--- src/rtl/retire_ctrl.sv ---
// retire_ctrl: consumer end of the ROB commit port. Retires head entries in order,
// updates the retirement map, releases stores and sequences mispredict/exception flushes.
package retire_ctrl_pkg;
  localparam int unsigned PHYS_REGS = 64;
  localparam int unsigned PHYS_W    = $clog2(PHYS_REGS);
  localparam int unsigned ARCH_W    = 5;
  localparam int unsigned PC_W      = 32;

  typedef struct packed {
    logic              uses_rd;
    logic [ARCH_W-1:0] rd_arch;
    logic [PHYS_W-1:0] pd_new;
    logic              is_store;
    logic              is_branch;
    logic              mispredict;
    logic              exception;
    logic [PC_W-1:0]   target_pc;
  } rob_entry_t;
endpackage

module retire_ctrl
  import retire_ctrl_pkg::*;
#(
  parameter int unsigned ROB_SIZE  = 16,
  parameter int unsigned ROB_W     = $clog2(ROB_SIZE),
  parameter logic [31:0] TRAP_VEC  = 32'h0000_0100,
  parameter int unsigned MIN_DRAIN = 2
) (
  input  logic              clk,
  input  logic              rst,
  input  logic              commit_valid,
  output logic              commit_ready,
  input  rob_entry_t        commit_entry,
  input  logic [ROB_W-1:0]  commit_rob_idx,
  input  logic [1:0]        global_epoch,
  input  logic              recover_valid,
  output logic              store_commit_valid,
  input  logic              store_commit_ready,
  output logic              arf_we,
  output logic [4:0]        arf_rd,
  output logic [PHYS_W-1:0] arf_pd,
  output logic              flush_valid,
  output logic [ROB_W-1:0]  flush_rob_idx,
  output logic [1:0]        flush_epoch,
  output logic              redirect_valid,
  output logic [31:0]       redirect_pc,
  output logic [31:0]       retired_count
);

  localparam int unsigned CNT_W = $clog2(MIN_DRAIN + 1);
  localparam logic [CNT_W-1:0] DRAIN_MIN = CNT_W'(MIN_DRAIN);
  localparam logic [CNT_W-1:0] DRAIN_ONE = CNT_W'(1);

  typedef enum logic [1:0] {RUN, FLUSH, DRAIN} state_t;

  state_t           state;
  logic [CNT_W-1:0] drain_cnt;
  logic             run_ok;
  logic             fire;
  logic             flush_take;
  logic             drain_done;
  logic             entry_unused;

  // The branch flag only matters upstream; the flush decision rests on mispredict.
  assign entry_unused = commit_entry.is_branch;

  // Commit handshake, store release and retirement-map write decode.
  always_comb begin
    run_ok             = (state == RUN) && !rst;
    store_commit_valid = run_ok && commit_valid && commit_entry.is_store;
    commit_ready       = run_ok && commit_valid &&
                         (!commit_entry.is_store || store_commit_ready);
    fire               = commit_ready;
    flush_take         = fire && (commit_entry.mispredict || commit_entry.exception);
    arf_we             = fire && commit_entry.uses_rd && (commit_entry.rd_arch != '0);
    arf_rd             = fire ? commit_entry.rd_arch : '0;
    arf_pd             = fire ? commit_entry.pd_new : '0;
    drain_done         = (drain_cnt >= DRAIN_MIN) && !recover_valid;
    flush_epoch        = flush_valid ? 2'(global_epoch + 2'd1) : 2'd0;
  end

  assign redirect_valid = flush_valid;

  // Retire/flush/drain sequencer with registered flush outputs and retire counter.
  always_ff @(posedge clk) begin
    if (rst) begin
      state         <= RUN;
      drain_cnt     <= '0;
      flush_valid   <= 1'b0;
      flush_rob_idx <= '0;
      redirect_pc   <= '0;
      retired_count <= '0;
    end else begin
      retired_count <= retired_count + 32'(fire);
      flush_valid   <= 1'b0;
      unique case (state)
        RUN: begin
          if (flush_take) begin
            state         <= FLUSH;
            flush_valid   <= 1'b1;
            flush_rob_idx <= commit_rob_idx;
            // Exception wins over mispredict for the redirect target.
            redirect_pc   <= commit_entry.exception ? TRAP_VEC : commit_entry.target_pc;
          end
        end
        FLUSH: begin
          state     <= DRAIN;
          drain_cnt <= DRAIN_ONE;
        end
        DRAIN: begin
          if (drain_done) begin
            state <= RUN;
          end else if (drain_cnt < DRAIN_MIN) begin
            drain_cnt <= drain_cnt + DRAIN_ONE;
          end
        end
        default: state <= RUN;
      endcase
    end
  end

endmodule

--- config.mk ---
export PLATFORM = sky130hd
export DESIGN_NAME = retire_ctrl
export DESIGN_NICKNAME = d
export VERILOG_FILES = /design/src/rtl/retire_ctrl.sv
export SDC_FILE = /design/constraint.sdc
export NUM_CORES = 1
export LEC_CHECK = 0
export BUFFER_PORTS_ARGS = -buffer_cell sky130_fd_sc_hd__buf_4
export CAP_MARGIN = 20
export CORE_MARGIN = 2
export CORE_UTILIZATION = 25
export CTS_CLUSTER_SIZE = 40
export DETAILED_ROUTE_END_ITERATION = 12
export SYNTH_ARGS = -nofsm -noshare
export SYNTH_HDL_FRONTEND = slang
export SYNTH_SLANG_ARGS = --single-unit
--- constraint.sdc ---
create_clock -name clk -period 4.1 [get_ports clk]
set_clock_uncertainty 0.2 [all_clocks]
set_input_delay 0.41 -clock clk [delete_from_list [all_inputs] [get_ports clk]]
set_output_delay 0.41 -clock clk [all_outputs]
set_load 0.03 [all_outputs]
# Word-level counts from Yosys, hierarchy flattened
# Index checks and enable logic that the tools add are counted.
# Widths: inputs -> output; s select.
# word_totals
register_bits	73
inputBits	59
word_cells	49
# op_classes
n_addsub	3
order_cmp	2
eq_ne	6
n_mux	11
bitwise	1
reduce_logical	20
# op_table
op	count
$add 32x1->32	1
$mux 32	1
$mux 2	5
$logic_and 1x1->1	8
$ne 2x2->1 const B	4
$mux 6	1
$pmux 2 s3	1
$mux 5	1
$reduce_bool 5->1	1
$add 2x1->2 const B	2
$pmux 2 s2	1
$reduce_and 2->1	2
$logic_not 1->1	3
$reduce_and 3->1	1
$eq 2x1->1 const B	1
$eq 2x2->1 const B	1
$ge 2x2->1 const B	1
$logic_not 2->1	1
$logic_or 1x1->1	2
$lt 2x2->1 const B	1
$reduce_bool 2->1	1
$reduce_or 2->1	1
$mux 1	1
$not 1->1	1

# Longest topological paths before layout
# Gate-level depths: netlist (run 1).
# logic_depth
ltp_word	7
ltp_mapped	10
mapped_depth_nobuf	8

# Least setup slack after synthesis (run 1)
# Ideal clock, no wire load.
# synth_timing
path_type	input to register
startpoint	input rst
endpoint	register retired_count[28]
setup_ps	71
t_arrival_ps	3244
required_time_ps	3829
slack_ps	585
stages	10
cell_sequence	or4b_1 > a21oi_1 > clkbuf_1 > ha_1 > ha_1 > and2_1 > nand4_1 > clkbuf_1 > or4_1 > a21oi_1
# synth_via
elab_chain_cells	5
# synth_lines
element	line_no	rtl
start, declared	30	input logic rst,
$logic_not 1->1	69	run_ok = (state == RUN) && !rst;
$logic_and 1x1->1	69	
$logic_and 1x1->1 (2 in a row)	71	commit_ready = run_ok && commit_valid &&
via commit_ready	32	output logic commit_ready,
$add 32x1->32	94	retired_count <= retired_count + 32'(fire);
end signal, assigned	94	
end, declared	47	output logic [31:0] retired_count
# The timed path passes the listed nets, and every way through them passes these cells.
# A chain may end at the register's enable or synchronous reset.

# Worst setup path after layout (run 1)
# layout_timing
startpoint	register state[1]
endpoint	register retired_count[24]
# layout_via
elab_chain_cells	5
# layout_lines
element	line_no	rtl
start, declared	56	state_t state;
start signal, assigned	87	state <= RUN;
start signal, assigned	99	state <= FLUSH;
start signal, assigned	107	state <= DRAIN;
$logic_not 2->1	69	
$logic_and 1x1->1	69	
$logic_and 1x1->1 (2 in a row)	71	
$add 32x1->32	94	
# Every way passes these cells.

==> qor_table.md, run 1 <==
| Stage | Parameter | Value |
|---|---|---|
| timing | Max Clock Freq | 295 MHz |
| final layout | Ant diodes | 0 |
| power and ir drop | Final total power | 1.64 mW |
| drt | Antenna-violating nets left | 0 |
| drt | First-pass iteration count of the detailed router | 4 |
| logic synthesis | Mean instance size in the synthesized netlist | 8.75 um2 |
| run | Max Cap Viol | 0 |
| power and ir drop | Fraction of power consumed by combinational cells | 0.120 |
| timing | Final WS setup | 708 ps |
| logic synthesis | Post-synthesis cell type with the largest combined area | sky130_fd_sc_hd__dfxtp_1 |
| place | Global placer's final weighted congestion | 0.766 |
| timing | Worst-Margin Slew | 726 ps |
| timing | Setup repair after global routing missed its margin | false |
| floorplanning | Area enclosed by the die boundary | 14,300 um2 |
| setup path | Setup crit end kind | flop |
| drt | Via Count | 3,219 |
| drt | WL final | 9.14 mm |
| floorplanning | Initial Utilization | 0.254 |
| logic synthesis | Flip-flop cell with the highest count after synthesis | sky130_fd_sc_hd__dfxtp_1 |
| setup path | Slowest cell delay on critical path | 640 ps |
| final layout | Fin nets | 577 |
| logic synthesis | Cell area after synthesis | 3340 um2 |
| place | Buffers added on ports | 143 |
| min path | Worst Hold Class | primary input to flop |
| logic synthesis | Count of mapped cells out of synthesis | 382 |
| setup path | Critical Path Source Type | flop |
| final layout | Area Overhead vs Synth | 44.1% |
| setup path | Worst setup path category | flop to flop |
| setup path | Critical Path Slowest Stage Cell | sky130_fd_sc_hd__or4_1 |
| power and ir drop | Switching part of the total | 0.251 |
| power and ir drop | Total power divided by cell area | 340 nW/um2 |
| logic synthesis | Yosys synthesis warning count | 0 |
| timing | Final Hold Slack | 103 ps |
| logic synthesis | Mapped Nets | 445 |
| min path | Worst hold start | commit_entry[35] |
| floorplanning | Height of the die | 120 um |
| clock tree | Clock root buffer master | sky130_fd_sc_hd__clkbuf_16 |
| min path | Worst hold stages | 2 |
| clock tree | Clock Latency Late Sink | 330 ps |
| floorplanning | Die span in x | 120 um |
| setup path | Buffering stage count on the worst path with inverters included | 0 |
| clock tree | Number of clock sinks seen by CTS | 73 |
| setup path | Worst path top cell family by delay | simple AND/OR/NAND/NOR gates |
| min path | Endpoint of the worst hold path | state[0] |
| grt | Maximum number of pins on one net before global-route repair | 77 |
| timing | Worst rel slew slack | 0.516 |
| drt | Detailed-route DRC error count | 0 |
| clock tree | CTS tree | built |
| clock tree | Maximum root-to-sink buffer count | 2 |
| timing | Period utilisation layout | 0.827 |
| drt | WL per Instance | 13.2 um |
| logic synthesis | Synth top area share | 0.437 |
| clock tree | Clock edge transition at the registers on the reported setup and hold paths | 60 ps |
| logic synthesis | Count of flip-flops with a built-in enable after synthesis | 0 |
| setup path | Worst reg2reg path startpoint | state[1] |
| place | Post-placement setup slack | 565 ps |
| clock tree | Quantity of gates resized following cts | 0 |
| timing | Final TNS setup | 0 ps |
| grt | GRT Residual Overflow | 0 |
| drt | Detail-routed via count per cell | 4.63 |
| final layout | Filler cells | 1,394 |
| floorplanning | Top-level I/O count | 145 |
| floorplanning | Cell row count | 42 |
| timing | Number of failing hold endpoints at the final stage | 0 |
| power and ir drop | Reg power frac | 0.452 |
| run status | Result of the run | completed |
| clock tree | Inserted Clock Buffers | 9 |
| logic synthesis | Synthesis-stage register bit count | 73 |
| power and ir drop | Portion of total power attributed to the clock network | 0.428 |
| place | Dpl hpwl | 6.49 mm |
| logic synthesis | Top cells by instance count after synthesis | 73 x sky130_fd_sc_hd__dfxtp_1, 37 x sky130_fd_sc_hd__o21ai_0, 32 x sky130_fd_sc_hd__nand2b_1 |
| timing | Count of final max-slew check failures | 0 |
| setup path | Sequence of cells on the critical path | or4b_1, a21oi_1, ha_1, ha_1, and2_1, nand4_1, or4_1, a21oi_1 |
| clock tree | CTS H-tree lvls | 3 |
| grt | Global-route wire length before repair | 15.2 mm |
| power and ir drop | Internal power of the cells | 1.23 mW |
| power and ir drop | Leakage | 1.95 nW |
| logic synthesis | Leading post-synthesis cells by cell area | sky130_fd_sc_hd__dfxtp_1 44%, sky130_fd_sc_hd__nand3b_1 7.0%, sky130_fd_sc_hd__nand2b_1 6.0%, sky130_fd_sc_hd__o21ai_0 5.5%, sky130_fd_sc_hd__nor2_1 3.1% |
| clock tree | Hold-fix buffers, CTS | 0 |
| setup path | Reg-to-reg slack, setup | 710 ps |
| grt | Number of antenna violations at the first check in global routing | 0 |
| logic synthesis | Sequential element share of the synthesized area | 0.437 |
| clock tree | Post-CTS setup-driven buffer insertion count | 0 |
| timing | Final setup violating endpoints | 0 |
| floorplanning | Area of the core | 13,100 um2 |
| logic synthesis | Most used standard cell by instance count after synthesis | sky130_fd_sc_hd__dfxtp_1 |
| drt | DRC marker count from the first detailed-route iteration | 164 |
| grt | Global-route usage over all layers | 0.130 |
| grt | Vias in the first global route | 3,178 |
| power and ir drop | Peak ir drop on the vdd network | 0.172 mV |
| timing | Post-layout minimum cycle time | 3390 ps |
| setup path | Worst reg2reg path endpoint | retired_count[24] |
| logic synthesis | Async SR Flop Fraction | 0 |
| logic synthesis | Number of unique standard cell types used by synthesis | 41 |
| final layout | Share of layout cells above drive strength 1 | 0.318 |
| setup path | Required time reported for the critical path endpoint | 4150 ps |
| setup path | Critical Path Fanout Max | 13 |
| power and ir drop | Switching power summed over all nets | 0.411 mW |
| setup path | Depth of the most critical reg-to-reg path | 8 |
| setup path | Data arrival, critical path | 3450 ps |
==> state kept, by name (all words and copies together) (netlist names) <==
signal	cells
redirect_pc	32
retired_count	32
flush_rob_idx	4
drain_cnt	2
state	2
flush_valid	1
==> power groups by stage <==
stage | Clock, mW | Sequential (mW) | Combinational, mW
after global placement | 0 | 0.755 | 0.196
after global routing | 0.755 | 0.743 | 0.213
after CTS | 0.726 | 0.740 | 0.199
after floorplan | 0 | 0.785 | 0.0751
final | 0.700 | 0.740 | 0.196
after detailed placement | 0 | 0.756 | 0.199
==> area by class of cell <==
type	instances	area, um2	area share
Tap cell	176	220	0.0457
Clock inverter	4	20.0	0.00416
Sequential cell	73	1460	0.304
Timing Repair Buffer	146	1100	0.228
Inverter	9	33.8	0.00702
Clock buffer	12	236	0.0491
Multi-Input combinational cell	275	1750	0.363
==> routing by layer <==
metal	wire length (um)	GRT usage	share of wire	up-vias
li1	-	-	-	1608
met1	3990	0.156	0.44	1507
met2	4410	0.218	0.48	94
met3	583	0.0399	0.064	10
met4	159	0.0507	0.017	0
met5	0	0	0	-
==> placed cells by master, fill, tap and decap left out, types with 4 or more instances in the layout <==
cell type	instances
sky130_fd_sc_hd__nor2_1	28
sky130_fd_sc_hd__nor2b_1	7
sky130_fd_sc_hd__o21ai_0	37
sky130_fd_sc_hd__and2_1	14
sky130_fd_sc_hd__nor4_1	5
sky130_fd_sc_hd__nand2b_1	32
sky130_fd_sc_hd__and4_1	5
sky130_fd_sc_hd__inv_1	9
sky130_fd_sc_hd__clkbuf_16	9
sky130_fd_sc_hd__or4_1	8
sky130_fd_sc_hd__nand3_1	10
sky130_fd_sc_hd__ha_1	4
sky130_fd_sc_hd__clkinv_2	4
sky130_fd_sc_hd__dfxtp_1	73
sky130_fd_sc_hd__buf_4	146
sky130_fd_sc_hd__or3_1	8
sky130_fd_sc_hd__nand3b_1	31
sky130_fd_sc_hd__nand4_1	9
sky130_fd_sc_hd__o31ai_1	6
sky130_fd_sc_hd__mux2i_1	4
sky130_fd_sc_hd__xor2_1	7
sky130_fd_sc_hd__a21oi_1	15
sky130_fd_sc_hd__nand2_1	12
sky130_fd_sc_hd__xnor2_1	5
==> logic make-up (layout without fill, tap and decap cells) <==
group | after synthesis | in the layout | synth area share
xor+xnor | 12 | 12 | 0.0314
fa+ha+maj | 4 | 4 | 0.0150
buf+inv | 34 | 171 | 0.0423
mux | 10 | 10 | 0.0322
simple gates | 179 | 179 | 0.323
compound gates | 70 | 70 | 0.119
flops | 73 | 73 | 0.437
==> stage by stage <==
step / cell area, um2 / cells / utilization
2_1_floorplan: 3340 / 382 / -
3_3_place_gp: 4560 / 679 / 0.347
3_5_place_dp: 4560 / 679 / 0.347
4_1_cts: 4810 / 695 / 0.366
5_1_grt: 4810 / 695 / 0.366
6_report: 4810 / 695 / 0.366
==> worst max-delay path by stage <==
stage	startpoint	endpoint	depth (start not counted)
after global routing	state[1]	retired_count[24]	8
after CTS	state[1]	retired_count[24]	8
after detailed placement	rst	retired_count[22]	9
after floorplan	rst	retired_count[28]	10
final	state[1]	retired_count[24]	8
after global placement	rst	retired_count[20]	9
Note: power is estimated with default switching activity, not from simulation.
==> run 2, diff against run 1 <==
==> constraint.sdc (replaced) <==
create_clock -name clk -period 2.86 [get_ports clk]
set_clock_uncertainty 0.2 [all_clocks]
set_input_delay 0.286 -clock clk [delete_from_list [all_inputs] [get_ports clk]]
set_output_delay 0.286 -clock clk [all_outputs]
set_load 0.03 [all_outputs]
==> run 2 against run 1 <==
Effect of this change:
- wire length grew 11%
- combinational power up 76%
- maximum frequency increased by 21%
- critical path type unchanged
- largest cell class unchanged
==> qor_table.md, run 2 (synthesis gave the netlist of run 1 again) <==
| Stage | Parameter | Value | Change |
|---|---|---|---|
| run status | Result of the run | completed |  |
| floorplanning | Cell row count | 42 | unchanged |
| drt | Detail-routed via count per cell | 4.62 | -0.17% |
| place | Number of placed instances, taps included | 690 | +1.6% |
| place | Dpl hpwl | 6.80 mm | +4.9% |
| drt | WL per Instance | 13.7 um | +4.2% |
| floorplanning | Top-level I/O count | 145 | unchanged |
| floorplanning | Height of the die | 120 um | unchanged |
| drt | Via Count | 3,431 | +6.6% |
| floorplanning | Initial Utilization | 0.254 | unchanged |
| power and ir drop | Leakage | 2.19 nW | +12% |
| floorplanning | Die span in x | 120 um | unchanged |
| setup path | Worst path top cell family by delay | simple AND/OR/NAND/NOR gates |  |
| timing | Worst-Margin Slew | 748 ps | +21.6 ps |
| final layout | Most used cells in the layout excluding fill and tap cells | 155 x sky130_fd_sc_hd__buf_4, 73 x sky130_fd_sc_hd__dfxtp_1, 37 x sky130_fd_sc_hd__o21ai_0 |  |
| final layout | Area Overhead vs Synth | 61.6% |  |
| min path | Worst hold start | commit_entry[16] |  |
| grt | Global-route usage over all layers | 0.137 | +0.00742 |
| setup path | Sequence of cells on the critical path | or4b_4, a21oi_4, buf_6, ha_4, ha_4, and2_4, nand4_1, buf_6, or4_1, a21oi_1 |  |
| final layout | Ant diodes | 0 | unchanged |
| setup path | Worst reg2reg path startpoint | state[0] |  |
| drt | WL final | 10.2 mm | +11% |
| final layout | Share of layout cells above drive strength 1 | 0.337 | +0.0195 |
| drt | Detailed-route DRC error count | 0 | unchanged |
| timing | Max Clock Freq | 358 MHz | +21% |
| setup path | Critical Path Source Type | flop |  |
| clock tree | Number of clock sinks seen by CTS | 73 | unchanged |
| clock tree | CTS tree | built |  |
| setup path | Data arrival, critical path | 2850 ps | -600 ps |
| run | Max Cap Viol | 0 | unchanged |
| setup path | Crit path launch | state[0] |  |
| grt | Vias in the first global route | 3,329 | +4.8% |
| timing | Post-layout minimum cycle time | 2790 ps | -598 ps |
| drt | Antenna-violating nets left | 0 | unchanged |
| final layout | Filler-free cell count of the finished design | 742 | +6.8% |
| drt | DRC marker count from the first detailed-route iteration | 124 | -24% |
| timing | Count of final max-slew check failures | 0 | unchanged |
| final layout | Fin nets | 625 | +8.3% |
| clock tree | Clock root buffer master | sky130_fd_sc_hd__clkbuf_16 |  |
| setup path | Critical Path Slowest Stage Cell | sky130_fd_sc_hd__or4b_4 |  |
| final layout | Multi-input combinational cell area | 1820 um2 | +3.9% |
| clock tree | Inserted Clock Buffers | 9 | unchanged |
| clock tree | Clock edge transition at the registers on the reported setup and hold paths | 60 ps | about the same |
| final layout | Reg area | 1460 um2 | unchanged |
| clock tree | Clock Latency Late Sink | 330 ps | about the same |
| grt | GRT Residual Overflow | 0 | unchanged |
| setup path | Buffering stage count on the worst path with inverters included | 2 | +2 |
| timing | Number of failing hold endpoints at the final stage | 0 | unchanged |
| drt | First-pass iteration count of the detailed router | 4 | unchanged |
| place | Buffers added on ports | 143 | unchanged |
| place | Global placer's final weighted congestion | 0.721 | -5.8% |
| timing | Final setup violating endpoints | 0 | unchanged |
| floorplanning | Area enclosed by the die boundary | 14,300 um2 | unchanged |
| grt | Number of antenna violations at the first check in global routing | 0 | unchanged |
| timing | Period utilisation layout | 0.977 | +0.150 |
| timing | Worst rel slew slack | 0.501 | -0.0144 |
| drt | Wire length on met2 | 5.12 mm | +16% |
| drt | Top routing layer in use | met4 |  |
| final layout | Leading registers by flop count | redirect_pc x32, retired_count x32, flush_rob_idx x4 |  |
| setup path | Worst setup path category | flop to flop |  |
| setup path | Critical Path Fanout Max | 7 | -6 |
| drt | DR WL met3 | 479 um | -18% |
| clock tree | CTS H-tree lvls | 3 | unchanged |
| final layout | Filler cells | 1,317 | -5.5% |
| grt | Maximum number of pins on one net before global-route repair | 77 | unchanged |
| power and ir drop | Peak ir drop on the vdd network | 0.216 mV | +26% |
| power and ir drop | Total power divided by cell area | 471 nW/um2 | +39% |
| grt | Global-route wire length before repair | 15.9 mm | +4.9% |
| clock tree | Maximum root-to-sink buffer count | 2 | unchanged |
| setup path | Required time reported for the critical path endpoint | 2920 ps | -1230 ps |
| floorplanning | Area of the core | 13,100 um2 | unchanged |
| setup path | Slowest cell delay on critical path | 530 ps | -110 ps |
| final layout | Leading cell type in the layout, fill and taps excluded | sky130_fd_sc_hd__buf_4 |  |
| power and ir drop | Final total power | 2.54 mW | +55% |
| timing | Final Hold Slack | 9.07 ps | -94.0 ps |
| drt | Met1 WL | 4.35 mm | +9.2% |
| min path | Worst Hold Class | primary input to flop |  |
| setup path | Setup crit end kind | flop |  |
==> run 2: cell count changes in the layout (fill, tap and decap cells not counted), moves of 3 or more <==
cell / change
sky130_fd_sc_hd__dlygate4sd3_1: +34
sky130_fd_sc_hd__buf_4: +9
sky130_fd_sc_hd__or4_1: -3
sky130_fd_sc_hd__or4_4: +3
==> run 2: path summary, 6_finish.rpt <==
path                  endpoint  slack [ps]  cells past startpoint
max reg2reg  retired_count[24]          70                     10
max          retired_count[24]          70                     10
min            redirect_pc[16]           9                      3
min reg2reg    redirect_pc[17]         270                      2
==> run 2: power breakdown <==
part / switching [mW] / internal, mW / leakage, nW / total, mW
sequential: 0.0165 / 1.04 / 0.591 / 1.06
combinational: 0.169 / 0.175 / 1.45 / 0.344
clock: 0.424 / 0.715 / 0.148 / 1.14
==> run 2: tightest hold or removal path, cell delays in order <==
cell                       delay (ps)
sky130_fd_sc_hd__buf_4             80
sky130_fd_sc_hd__nand3b_1          70
sky130_fd_sc_hd__o21ai_1           70
==> run 2: through the flow <==
stage	util	TNS [ps]	setup slack, ps	area [um2]
detailed placement	0.358	-633	-88.6	4710
CTS	0.408	0	10.0	5360
global placement	0.358	-246	-43.0	4710
global route	0.411	-46.8	-17.8	5400
floorplan	-	-220	-64.6	3410
finish	0.411	0	65.6	5400
==> run 2: what timing repair did <==
action,CTS,global route
gates cloned,0,1
hold endpoints to repair,34,0
resized for setup,1,6
setup endpoints to repair,5,13
buffers inserted,1,1
pin swaps,0,3
hold buffers,34,0
==> run 2: final cells by class <==
class                           count  area share
Multi-Input combinational cell    275       0.336
Timing Repair Buffer              194       0.291
Sequential cell                    73       0.271
Clock buffer                       12      0.0475
Tap cell                          176      0.0408
Clock inverter                      3     0.00742
Inverter                            9     0.00626
==> run 2: layer usage <==
layer	up-vias	global-route usage
met2	101	0.238
met5	-	0
li1	1710	-
met1	1605	0.163
met3	15	0.0247
met4	0	0.0691
